--- config.mk ---
export PLATFORM = sky130hd
export DESIGN_NAME = binary_search_engine
export DESIGN_NICKNAME = d
export VERILOG_FILES = /design/src/rtl/binary_search_engine.sv
export SDC_FILE = /design/constraint.sdc
export NUM_CORES = 1
export LEC_CHECK = 0
export ABC_AREA = 1
export CELL_PAD_IN_SITES_DETAIL_PLACEMENT = 0
export CELL_PAD_IN_SITES_GLOBAL_PLACEMENT = 2
export CORE_AREA = 2 2 84 147
export DETAILED_ROUTE_END_ITERATION = 6
export DIE_AREA = 0 0 86 149
export GPL_TIMING_DRIVEN = 0
export PLACE_DENSITY_LB_ADDON = 0.08
export SLEW_MARGIN = 20
export SYNTH_ARGS = -nofsm -noshare
export SYNTH_HDL_FRONTEND = slang
export SYNTH_SLANG_ARGS = --single-unit
--- constraint.sdc ---
create_clock -name clk -period 2.63 [get_ports clk]
set_clock_uncertainty 0.2 [all_clocks]
set_input_delay 0.3945 -clock clk [delete_from_list [all_inputs] [get_ports clk]]
set_output_delay 0.3945 -clock clk [all_outputs]
set_load 0.05 [all_outputs]
--- src/rtl/binary_search_engine.sv ---
// binary_search_engine
//   Binary search over a sorted-ascending array held in an external
//   synchronous RAM. Two modes:
//     FIND_ANY    (mode_i=0): stop on the first probe equal to the target.
//     LOWER_BOUND (mode_i=1): return the first index whose element is >= target,
//                             with found_o set when that element equals the target.
//   The search window is half-open [lo, hi). Each probe costs 1 + MEM_LATENCY
//   cycles (ISSUE, MEM_LATENCY-1 WAIT cycles, COMPARE).
//
// Ports
//   clk, reset      rising-edge clock, synchronous active-high reset
//   start_i         level request, sampled only while idle
//   target_i        search key            (captured on start)
//   len_i           element count 0..2**ADDR_W (captured on start)
//   mode_i          0 = FIND_ANY, 1 = LOWER_BOUND (captured on start)
//   mem_rd_o        RAM read strobe, one cycle per probe
//   mem_addr_o      RAM read address, held between probes
//   mem_rdata_i     RAM data, valid MEM_LATENCY cycles after mem_rd_o
//   busy_o          search in progress
//   done_o          result available; held until start_i is low
//   found_o         hit flag, valid with done_o
//   index_o         result index, valid with done_o
//   probes_o        RAM reads issued for this search, valid with done_o
module binary_search_engine #(
  parameter int DATA_W      = 8,
  parameter int ADDR_W      = 5,
  parameter int MEM_LATENCY = 1
) (
  input  logic              clk,
  input  logic              reset,
  input  logic              start_i,
  input  logic [DATA_W-1:0] target_i,
  input  logic [ADDR_W:0]   len_i,
  input  logic              mode_i,
  output logic              mem_rd_o,
  output logic [ADDR_W-1:0] mem_addr_o,
  input  logic [DATA_W-1:0] mem_rdata_i,
  output logic              busy_o,
  output logic              done_o,
  output logic              found_o,
  output logic [ADDR_W:0]   index_o,
  output logic [ADDR_W:0]   probes_o
);

  localparam logic [2:0] S_IDLE    = 3'd0;
  localparam logic [2:0] S_ISSUE   = 3'd1;
  localparam logic [2:0] S_WAIT    = 3'd2;
  localparam logic [2:0] S_COMPARE = 3'd3;
  localparam logic [2:0] S_DONE    = 3'd4;

  // The wait counter runs 0 .. MEM_LATENCY-2; it is a dummy bit when
  // MEM_LATENCY is 1 and WAIT is never entered.
  localparam int CNT_W = (MEM_LATENCY > 2) ? $clog2(MEM_LATENCY - 1) : 1;
  localparam logic [CNT_W-1:0] WAIT_LAST = CNT_W'((MEM_LATENCY > 1) ? MEM_LATENCY - 2 : 0);
  localparam logic [ADDR_W:0]  ONE       = (ADDR_W + 1)'(1);

  logic [2:0]        state_q, state_d;
  logic [ADDR_W:0]   lo_q, lo_d;
  logic [ADDR_W:0]   hi_q, hi_d;
  logic [ADDR_W:0]   len_q, len_d;
  logic [DATA_W-1:0] target_q, target_d;
  logic              mode_q, mode_d;
  logic              eq_hi_q, eq_hi_d;
  logic              found_q, found_d;
  logic [ADDR_W:0]   index_q, index_d;
  logic [ADDR_W:0]   probes_q, probes_d;
  logic [ADDR_W-1:0] addr_q, addr_d;
  logic [CNT_W-1:0]  wait_cnt_q, wait_cnt_d;
  logic [ADDR_W:0]   mid;

  // Midpoint written as lo + half-width so lo+hi never has to fit.
  assign mid = lo_q + ((hi_q - lo_q) >> 1);

  always_comb begin
    state_d    = state_q;
    lo_d       = lo_q;
    hi_d       = hi_q;
    len_d      = len_q;
    target_d   = target_q;
    mode_d     = mode_q;
    eq_hi_d    = eq_hi_q;
    found_d    = found_q;
    index_d    = index_q;
    probes_d   = probes_q;
    addr_d     = addr_q;
    wait_cnt_d = wait_cnt_q;
    mem_rd_o   = 1'b0;

    case (state_q)
      S_IDLE: begin
        if (start_i) begin
          lo_d     = '0;
          hi_d     = len_i;
          len_d    = len_i;
          target_d = target_i;
          mode_d   = mode_i;
          probes_d = '0;
          eq_hi_d  = 1'b0;
          found_d  = 1'b0;
          state_d  = S_ISSUE;
        end
      end

      S_ISSUE: begin
        if (lo_q >= hi_q) begin
          // Window empty: lo is the answer. In LOWER_BOUND it is a hit only
          // if it lies inside the array and the element that last pulled hi
          // down to this position equalled the target.
          index_d = lo_q;
          found_d = mode_q && (lo_q < len_q) && eq_hi_q;
          state_d = S_DONE;
        end else begin
          mem_rd_o   = 1'b1;
          addr_d     = mid[ADDR_W-1:0];
          probes_d   = probes_q + ONE;
          wait_cnt_d = '0;
          state_d    = (MEM_LATENCY > 1) ? S_WAIT : S_COMPARE;
        end
      end

      S_WAIT: begin
        if (wait_cnt_q == WAIT_LAST) begin
          state_d = S_COMPARE;
        end else begin
          wait_cnt_d = wait_cnt_q + 1'b1;
        end
      end

      S_COMPARE: begin
        if (!mode_q && (mem_rdata_i == target_q)) begin
          found_d = 1'b1;
          index_d = mid;
          state_d = S_DONE;
        end else if (mem_rdata_i < target_q) begin
          lo_d    = mid + ONE;
          state_d = S_ISSUE;
        end else begin
          hi_d    = mid;
          eq_hi_d = (mem_rdata_i == target_q);
          state_d = S_ISSUE;
        end
      end

      S_DONE: begin
        // A held start keeps the result on display rather than re-searching.
        if (!start_i) begin
          found_d = 1'b0;
          state_d = S_IDLE;
        end
      end

      default: state_d = S_IDLE;
    endcase
  end

  always_ff @(posedge clk) begin
    if (reset) begin
      state_q    <= S_IDLE;
      lo_q       <= '0;
      hi_q       <= '0;
      len_q      <= '0;
      target_q   <= '0;
      mode_q     <= 1'b0;
      eq_hi_q    <= 1'b0;
      found_q    <= 1'b0;
      index_q    <= '0;
      probes_q   <= '0;
      addr_q     <= '0;
      wait_cnt_q <= '0;
    end else begin
      state_q    <= state_d;
      lo_q       <= lo_d;
      hi_q       <= hi_d;
      len_q      <= len_d;
      target_q   <= target_d;
      mode_q     <= mode_d;
      eq_hi_q    <= eq_hi_d;
      found_q    <= found_d;
      index_q    <= index_d;
      probes_q   <= probes_d;
      addr_q     <= addr_d;
      wait_cnt_q <= wait_cnt_d;
    end
  end

  // The address is presented in the ISSUE cycle alongside the strobe and
  // held from the register afterwards.
  assign mem_addr_o = mem_rd_o ? mid[ADDR_W-1:0] : addr_q;
  assign busy_o     = (state_q == S_ISSUE) || (state_q == S_WAIT) || (state_q == S_COMPARE);
  assign done_o     = (state_q == S_DONE);
  assign found_o    = found_q;
  assign index_o    = index_q;
  assign probes_o   = probes_q;

endmodule

==> run_results.csv <==
group,metric,value,unit
yosys,ys.flop_type,"dfxtp_1",
timing,rsz0062_at_grt,"yes",
setup_path,crit_path_end_kind,"output port",
timing,whs,0.258,ns
floorplan,initial_core_util,26.1,%
global_routing,antenna_found_initial,0,
floorplan,die_w,86,um
drt,drcViolationCount,0,
placement,dp_slack,-1.20,ns
cts,holdBufCountCts,0,
drt,ant_nets,0,
pwr,p_leak,0.00212,uW
yosys,synth_edf_count,0,
cts,numCtsBuffers,5,
cts,cts-root-buf,"clkbuf_16",
yosys,yosys.area.top_type,"dfxtp_1",
yosys,yosysUniqueCellTypes,31,
placement,portBuffers,45,
placement,place_hpwl,7660,um
pwr,max-vdd-ir-drop,0.531,mV
setup_path,crit_path_start_kind,"register",
cts,cts_max_level,2,
setup_path,cp.required,2.04,ns
floorplan,dieArea,12800,um^2
drt,routedWlPerCell,15.9,um
yosys,syn_inst,449,
yosys,async_flop_share,0,%
yosys,synth_area_leaders,"dfxtp_1, nand2_1, ha_1, a21oi_1, inv_1",
timing,tightestPinTransition,0.662,ns
drt,first_pass_iters,4,
global_routing,grt_usage,17.6,%
yosys,ys_top_cells_by_count,"nand2_1, inv_1, dfxtp_1",
floorplan,row_count,53,
cts,clock_latency,0.31,ns
hold_path,min_path_type,"reg -> reg",
cells_and_area,fin_nets,601,
yosys,seq_area_frac_synth,32.0,%
yosys,syn_nets,503,
pwr,power_density,1280,nW/um^2
setup_path,path_max_fanout,6,
timing,max_freq,322,MHz
cells_and_area,drive_gt1_share,36.3,%
drt,first_iter_violations,86,
cts,clkSlewWorstSetupHoldPaths,0.08,ns
yosys,netlist_area,3070,um^2
cells_and_area,areaGrowthSynthToFinish,59.8,%
timing,finalSetupTns,-4.64,ns
global_routing,grt_overflow,0,
yosys,synth.most_common_cell,"nand2_1",
setup_path,crit_type,"reg -> out",
cells_and_area,fillers,1243,
status,violations,"setup timing",
timing,period_minus_slack,3.10,ns
timing,slew_violations,0,
status,status,"complete, but fails checks",
floorplan,die_y,149,um
global_routing,grt_pass1_vias,3269,
timing,max-slew-margin-rel,55.8,%
global_routing,grt_pass1_wl,17000,um
global_routing,grt_max_degree,15,
timing,setup_violations,20,
cts,clock_path_buffers,2,
drt,wl,10900,um
timing,period_share,118,%
yosys,syn_avg_cell_area,6.84,um^2
drt,vias,3175,
cts,clkSinkCount,49,
drt,via_per_inst,4.64,
timing,setup_slack,-0.471,ns
cells_and_area,diodes,0,
cts,cts_tree,"built",
floorplan,io_pins,47,
yosys,synth-seq-cells,49,
yosys,yosys.area.top_type_share,32.0,%
run,max_cap_viol_count,0,
placement,place.gp.congestion,0.763,
floorplan,core-area,11700,um^2
yosys,yosysWarnings,0,
pwr,total_power,6250,uW
setup_path,critPathArrivalTime,2.51,ns
timing,final_hold_viol_count,0,
-- flip-flops by register name, indices dropped and copies added, names as in the netlist --
signal    flops
eq_hi_q       1
probes_o      6
state_q       3
mode_q        1
addr_q        5
len_q         6
hi_q          6
target_q      8
found_o       1
lo_q          6
index_o       6
-- cell families (layout without fill, tap and decap cells) --
family                   count (synthesis)  after routing  synth area share (%)
AO/OA/AOI/OAI                           86             86                  14.8
buffers and inverters                   80            179                  10.3
flip-flops                              49             49                  32.0
XOR/XNOR                                 6              6                  1.71
AND/OR/NAND/NOR                        200            200                  29.3
adder cells (fa/ha/maj)                 28             28                  11.9
-- per-stage QoR --
| step | util, % | cells | area, um^2 |
|---|---|---|---|
| 2_1_floorplan | - | 449 | 3170 |
| 3_3_place_gp | 32.3 | 631 | 3790 |
| 3_5_place_dp | 32.3 | 631 | 3790 |
| 4_1_cts | 39.1 | 669 | 4590 |
| 5_1_grt | 41.8 | 685 | 4900 |
| 6_report | 41.8 | 685 | 4900 |
-- critical path, stage by stage (launching register included) --
cell and delay [ns]:
dfxtp_2 0.32, inv_2 0.06, ha_4 0.12, inv_2 0.04
fa_2 0.36, nand2_2 0.09, nand2_4 0.06, xor2_4 0.16
ha_4 0.29, a21oi_4 0.19, nand2_2 0.08, nand2_2 0.08
nand2_4 0.07, a21oi_4 0.11, buf_6 0.16
-- timing repair --
action | in CTS | in global routing
endpoints found under the setup margin | 23 | 23
buffers inserted | 31 | 16
pin swaps | 57 | 26
resized for setup | 155 | 49
-- cells in the final DEF, fill, tap and decap left out, types with 7 or more instances in the layout --
master           count
ha_1                14
ha_4                11
a21oi_4              7
inv_2               18
o21ai_0             23
clkdlybuf4s50_1     39
nand2_1             67
nand3_1             18
a21oi_2              9
nor2_1              42
nand2_2             22
dfxtp_1             42
buf_4               33
nand2_4             19
a21oi_1             32
inv_1               47
clkbuf_1             7
buf_6               18
-- area by class of cell --
class	count	area, um^2	share of cell area (%)
plain buffers	11	62.6	1.28
clock buffers	7	133	2.70
clock inverters	1	6.26	0.128
inverters	69	270	5.51
multi-input cells	320	2400	48.9
flip-flops and latches	49	1000	20.5
well taps	137	171	3.49
repair buffers	91	861	17.6
-- routing by layer --
| metal | part of all wire (%) | vias to the layer above | track usage [%] |
|---|---|---|---|
| li1 | - | 1633 | - |
| met1 | 38 | 1497 | 19.4 |
| met2 | 58 | 36 | 33.8 |
| met3 | 1.7 | 9 | 1.55 |
| met4 | 2.4 | 0 | 6.83 |
| met5 | 0 | - | 0 |
-- path summary, 6_finish.rpt --
kind	depth (start not counted)	slack, ns	endpoint	from
worst min register to register	2	0.26	target_q[7]	target_q[7]
worst min-delay path	2	0.26	target_q[7]	target_q[7]
worst max-delay path	14	-0.47	mem_addr_o[4]	hi_q[0]
worst max register to register	16	-0.36	lo_q[2]	hi_q[0]
-- report_power, final --
| part | internal [uW] | total [uW] | switching [uW] |
|---|---|---|---|
| Combinational | 1800 | 4480 | 2680 |
| Sequential | 970 | 1100 | 132 |
| Clock | 356 | 671 | 316 |
| Total | 3130 | 6250 | 3130 |
Power figures use the tool's default switching activity.
